### config.mk
export PLATFORM = sky130hd
export DESIGN_NAME = muldiv_div_seq_flat
export DESIGN_NICKNAME = d
export VERILOG_FILES = /design/src/rtl/muldiv_div_seq_if.sv /design/src/rtl/muldiv_div_seq.sv /design/src/flat_wrapper.sv
export SDC_FILE = /design/constraint.sdc
export NUM_CORES = 1
export LEC_CHECK = 0
export CORE_MARGIN = 4
export CORE_UTILIZATION = 53
export CTS_CLUSTER_SIZE = 30
export DETAILED_ROUTE_END_ITERATION = 16
export PLACE_DENSITY = 0.78
export SKIP_CTS_REPAIR_TIMING = 1
export SLEW_MARGIN = 20
export SYNTH_ARGS = -nofsm -noshare
export SYNTH_HDL_FRONTEND = slang
export SYNTH_SLANG_ARGS = --single-unit
### constraint.sdc
create_clock -name clk -period 5.2 [get_ports clk]
set_input_delay 1.3 -clock clk [delete_from_list [all_inputs] [get_ports clk]]
set_output_delay 1.3 -clock clk [all_outputs]
set_load 0.01 [all_outputs]
### src/rtl/muldiv_div_seq_if.sv
// Request/response bundle between EXE and the iterative divide sequencer.
interface muldiv_div_seq_if #(parameter int XLEN = 32);
  logic            div_req_i;
  logic [1:0]      div_op_i;
  logic [XLEN-1:0] operand_1_i;
  logic [XLEN-1:0] operand_2_i;
  logic            kill_i;
  logic            stall_o;
  logic            res_valid_o;
  logic [XLEN-1:0] result_o;

  modport master (
    output div_req_i, div_op_i, operand_1_i, operand_2_i, kill_i,
    input  stall_o, res_valid_o, result_o
  );

  modport slave (
    input  div_req_i, div_op_i, operand_1_i, operand_2_i, kill_i,
    output stall_o, res_valid_o, result_o
  );
endinterface

### src/rtl/muldiv_div_seq.sv
// Radix-2 restoring divider for DIV/DIVU/REM/REMU; stalls EXE while iterating
// and pulses res_valid_o for one cycle with the sign-corrected result.
module muldiv_div_seq #(
  parameter int XLEN  = 32,
  parameter int CNT_W = $clog2(XLEN)
) (
  input  logic           clk,
  input  logic           rst_n,
  muldiv_div_seq_if.slave bus
);

  typedef enum logic [1:0] {IDLE, CALC, DONE} state_t;

  state_t           state, state_n;
  logic [CNT_W-1:0] cnt;
  logic [1:0]       op;
  logic             neg_q, neg_r;
  logic [XLEN-1:0]  rem, quo, dvs, res;
  logic             stall, res_valid;

  logic            signed_op, s1, s2, div_zero, ovf, accept;
  logic [XLEN-1:0] abs1, abs2;
  logic [XLEN:0]   r_sh, diff;
  logic [XLEN-1:0] rem_step, quo_step, fin;

  assign signed_op = ~bus.div_op_i[0];
  assign s1        = signed_op & bus.operand_1_i[XLEN-1];
  assign s2        = signed_op & bus.operand_2_i[XLEN-1];
  assign abs1      = s1 ? -bus.operand_1_i : bus.operand_1_i;
  assign abs2      = s2 ? -bus.operand_2_i : bus.operand_2_i;
  assign div_zero  = (bus.operand_2_i == '0);
  assign ovf       = signed_op & (bus.operand_1_i == {1'b1, {(XLEN-1){1'b0}}})
                   & (bus.operand_2_i == '1);
  assign accept    = (state == IDLE) & bus.div_req_i & ~bus.kill_i;

  // One restoring step; XLEN+1 bits so the trial subtract's sign is visible.
  assign r_sh     = {rem, quo[XLEN-1]};
  assign diff     = r_sh - {1'b0, dvs};
  assign rem_step = diff[XLEN] ? r_sh[XLEN-1:0] : diff[XLEN-1:0];
  assign quo_step = {quo[XLEN-2:0], ~diff[XLEN]};
  // Final fix-up applied to the last step so result_o is ready when DONE begins.
  assign fin      = op[1] ? (neg_r ? -rem_step : rem_step)
                          : (neg_q ? -quo_step : quo_step);

  always_ff @(posedge clk or negedge rst_n) begin
    if (!rst_n) state <= IDLE;
    else        state <= state_n;
  end

  always_comb begin
    state_n   = state;
    stall     = 1'b0;
    res_valid = 1'b0;
    case (state)
      IDLE: if (accept) begin
        stall   = 1'b1;
        state_n = (div_zero | ovf) ? DONE : CALC;
      end
      CALC: begin
        stall = ~bus.kill_i;
        if (bus.kill_i)    state_n = IDLE;
        else if (cnt == 0) state_n = DONE;
      end
      DONE: begin
        res_valid = ~bus.kill_i;
        state_n   = IDLE;
      end
      default: state_n = IDLE;
    endcase
  end

  always_ff @(posedge clk or negedge rst_n) begin
    if (!rst_n) begin
      cnt   <= '0;
      op    <= '0;
      neg_q <= 1'b0;
      neg_r <= 1'b0;
      rem   <= '0;
      quo   <= '0;
      dvs   <= '0;
      res   <= '0;
    end else if (accept) begin
      op    <= bus.div_op_i;
      neg_q <= s1 ^ s2;
      neg_r <= s1;
      dvs   <= abs2;
      rem   <= '0;
      quo   <= abs1;
      cnt   <= CNT_W'(XLEN-1);
      if (div_zero)
        res <= bus.div_op_i[1] ? bus.operand_1_i : '1;
      else if (ovf)
        res <= bus.div_op_i[1] ? '0 : {1'b1, {(XLEN-1){1'b0}}};
    end else if ((state == CALC) && !bus.kill_i) begin
      rem <= rem_step;
      quo <= quo_step;
      cnt <= cnt - 1'b1;
      if (cnt == 0) res <= fin;
    end
  end

  assign bus.stall_o     = stall;
  assign bus.res_valid_o = res_valid;
  assign bus.result_o    = res;

endmodule

### src/flat_wrapper.sv
// flat-port wrapper written by rule: the top's interface ports become plain ports
module muldiv_div_seq_flat 
#(
  parameter int XLEN  = 32,
  parameter int CNT_W = $clog2(XLEN)
)
  (clk, rst_n, bus_div_req_i, bus_div_op_i, bus_operand_1_i, bus_operand_2_i, bus_kill_i, bus_stall_o, bus_res_valid_o, bus_result_o);
  muldiv_div_seq_if #(.XLEN(XLEN)) bus_i ();
  input  logic clk;
  input  logic rst_n;
  input wire logic [$bits(bus_i.div_req_i)-1:0] bus_div_req_i;
  input wire logic [$bits(bus_i.div_op_i)-1:0] bus_div_op_i;
  input wire logic [$bits(bus_i.operand_1_i)-1:0] bus_operand_1_i;
  input wire logic [$bits(bus_i.operand_2_i)-1:0] bus_operand_2_i;
  input wire logic [$bits(bus_i.kill_i)-1:0] bus_kill_i;
  output wire logic [$bits(bus_i.stall_o)-1:0] bus_stall_o;
  output wire logic [$bits(bus_i.res_valid_o)-1:0] bus_res_valid_o;
  output wire logic [$bits(bus_i.result_o)-1:0] bus_result_o;
  assign bus_i.div_req_i = bus_div_req_i;
  assign bus_i.div_op_i = bus_div_op_i;
  assign bus_i.operand_1_i = bus_operand_1_i;
  assign bus_i.operand_2_i = bus_operand_2_i;
  assign bus_i.kill_i = bus_kill_i;
  assign bus_stall_o = bus_i.stall_o;
  assign bus_res_valid_o = bus_i.res_valid_o;
  assign bus_result_o = bus_i.result_o;
  muldiv_div_seq #(.XLEN(XLEN), .CNT_W(CNT_W)) u_core (.clk(clk), .rst_n(rst_n), .bus(bus_i));
endmodule
==> results.toml <==
[run]
maxCapViolCount = 0

[yosys]
synth_area_mm2 = 0.0111
yosysSeqAreaShare_pct = 31.2
synth_cell_types = 86
yosys.area.top_type = "dfrtp_1"
syn_inst = 1380
synth-seq-cells = 138
avgSynthCellArea_um2 = 8.03
synthArstFlopShare_pct = 100
synthFlopType = "dfrtp_1"
synthTopCellsByArea = "dfrtp_1 31%, xnor2_1 7.1%, o21ai_0 7.0%"
synth.net_count = 1490
ys_warn_count = 0
synth_top_area_share_pct = 31.2
synth-edff-count = 0

[setup_path]
start_kind = "flip-flop"
worstPathMaxFanout = 14
crit_arrival_ps = 5350
endpoint_kind = "flip-flop"
worstPathRequired_ps = 5520
path_class = "flip-flop to flip-flop"
r2r_cells = 19

[final_layout]
n_fill_cell = 1760
post-route-cell-area_mm2 = 0.0130
layout-drive-gt1-share_pct = 6.61
mostFrequentLayoutCells = "157 x nand2_1, 154 x o21ai_0, 138 x dfrtp_1"
diodes = 0
layout_commonest_cell = "nand2_1"
nets = 1564
register_area_mm2 = 0.00345
multiInputGateArea_mm2 = 0.00709
stdcell_count = 1737
area_growth_pct = 17.6

[sta]
hold_violations = 0
post-route-period-util_pct = 96.8
worst_slew_pin_slew_ps = 801
fin_ws_ps = 165
slew_headroom_pct = 46.6
clock.fmax_ghz = 0.199
setup_viol = 0
fin_skew_ps = 10.2
rsz0062_at_grt = "no"
tns_ps = 0
maxSlewViolCount = 0
min_period_ps = 5040

[cts]
cts-root-buf = "clkbuf_16"
path_clk_slew_ps = 60
cts_sinks = 138
cts_tree = "done"
htreeDepth = 4
cts_buffers = 17
clock_latency_ps = 430
cts.path.max_buffers = 2

[floorplan]
die_height_um = 153
rows = 52
fp.coreArea_mm2 = 0.0204
start_util_pct = 54.4
die_area_mm2 = 0.0233
io_pins = 104
die_x_um = 153

[power]
p_leak_nw = 5.35
power_frac_seq_pct = 21.2
combPwrFrac_pct = 62.1
power_density_mw_per_mm2 = 594
peakVddDrop_uv = 494
p_int_mw = 3.94
switching_share_pct = 49.1
p_total_mw = 7.75
switching_power_mw = 3.81
p_clk_share_pct = 16.7

[drt]
drtAntennaViolNets = 0
drc = 0
vias_per_cell = 6.38
vias = 11100
firstDrtPassIters = 9
drt-total-wl_um = 34800
drtIter0Drc = 991
wire_per_inst_um = 20.0

[global_routing]
grt_antenna_before_repair = 0
overflow = 0
grt_max_degree = 82
grt_usage_pct = 29.3
grt_pass1_vias = 10700
grt_pass1_wl_um = 56100

[placed_design]
hpwl_um = 25400
place_inst = 1702
postPlaceCellArea_mm2 = 0.0124
portBuffers = 103
place.gp.congestion = 0.931
dp_slack_ps = 223

[hold_path]
hold_path_depth = 2
worst_hold_path_type = "flip-flop to flip-flop"

[status]
outcome = "completed"
==> per-stage QoR <==
stage / hold WS (ps) / util [%]
after CTS: 483 / 63.7
after global placement: 461 / 60.7
after floorplan: 450 / -
after detailed placement: 470 / 60.7
after global routing: 493 / 64.0
final: 478 / 64.0
==> logic make-up after synthesis <==
group	count (synthesis)	share of synthesized area (%)
multiplexers	25	2.32
buffers and inverters	150	5.43
AO/OA/AOI/OAI	463	26.5
flip-flops	138	31.2
adder cells (fa/ha/maj)	40	4.59
AND/OR/NAND/NOR	423	18.8
XOR/XNOR	141	11.1
==> area by class of cell <==
class                           count  area share [%]
Clock buffer                       21            3.61
Clock inverter                     11            1.09
Inverter                           69            2.01
Multi-Input combinational cell   1093            54.4
Sequential cell                   138            26.5
Tap cell                          270            2.59
Timing Repair Buffer              135            9.79
==> synthesized netlist by cell type (9+ instances only) <==
master and instances:
mux2i_1 23, o22ai_1 13, xor2_1 51, xnor2_1 90, o21ai_0 154, a22oi_1 33, nor3_1 36, and3_1 10
and2_1 11, nand3_1 11, buf_2 14, nand2_1 157, nor2b_1 10, a31oi_1 21, or4_1 9, a21oi_1 102
or3_1 16, nor4_1 16, ha_1 39, nor2_1 80, inv_1 65, clkbuf_1 61, nand4_1 23, o221ai_1 19
nand2b_1 15, a21o_1 9, a211oi_1 12, o31ai_1 19, dfrtp_1 138
==> routing by layer <==
layer,share of wire [%],global-route usage [%],vias up
li1,-,-,5175
met1,41,39.5,5246
met2,47,47.1,567
met3,8.4,5.28,93
met4,3.6,11.2,0
met5,0,0,-
==> critical path, stage by stage, from the launching register on <==
cell and delay, ps:
dfrtp_1 400, inv_1 90, ha_1 220, fa_1 400
nand2b_1 180, a211o_1 290, a32o_2 300, o31ai_4 250
a22o_4 190, nor2_8 50, inv_4 150, ha_1 250
nand3b_1 230, or3_4 410, or3_1 380, nand2b_1 220
o31ai_2 260, xor2_1 180, o21ai_0 110, o32a_1 350
==> power by group through the flow <==
stage	clock, mW	sequential (mW)	combinational, mW
finish	1.29	1.64	4.81
global route	1.34	1.68	5.25
CTS	1.29	1.63	4.64
detailed placement	0	1.64	4.60
global placement	0	1.63	4.56
floorplan	0	1.53	3.53
==> worst paths after layout <==
check / slack, ps / startpoint / endpoint
setup / recovery: 160 / u_core.quo[31]$_DFFE_PN0P_ / u_core.bus.result_o[28]$_DFFE_PN0P_
hold / removal: 480 / u_core.dvs[11]$_DFFE_PN0P_ / u_core.dvs[11]$_DFFE_PN0P_
setup reg to reg: 160 / u_core.quo[31]$_DFFE_PN0P_ / u_core.bus.result_o[28]$_DFFE_PN0P_
hold reg to reg: 480 / u_core.dvs[11]$_DFFE_PN0P_ / u_core.dvs[11]$_DFFE_PN0P_
max in group asynchronous: 3350 / rst_n / u_core.rem[20]$_DFFE_PN0P_
min in group asynchronous: 830 / rst_n / u_core.dvs[31]$_DFFE_PN0P_
==> sequential cells by signal, indices dropped and copies added (netlist names) <==
signal,cells
u_core.neg_r,1
u_core.state,2
u_core.bus.result_o,32
u_core.rem,32
u_core.cnt,5
u_core.op,1
u_core.quo,32
u_core.neg_q,1
u_core.dvs,32
(Power assumes the default switching activity.)
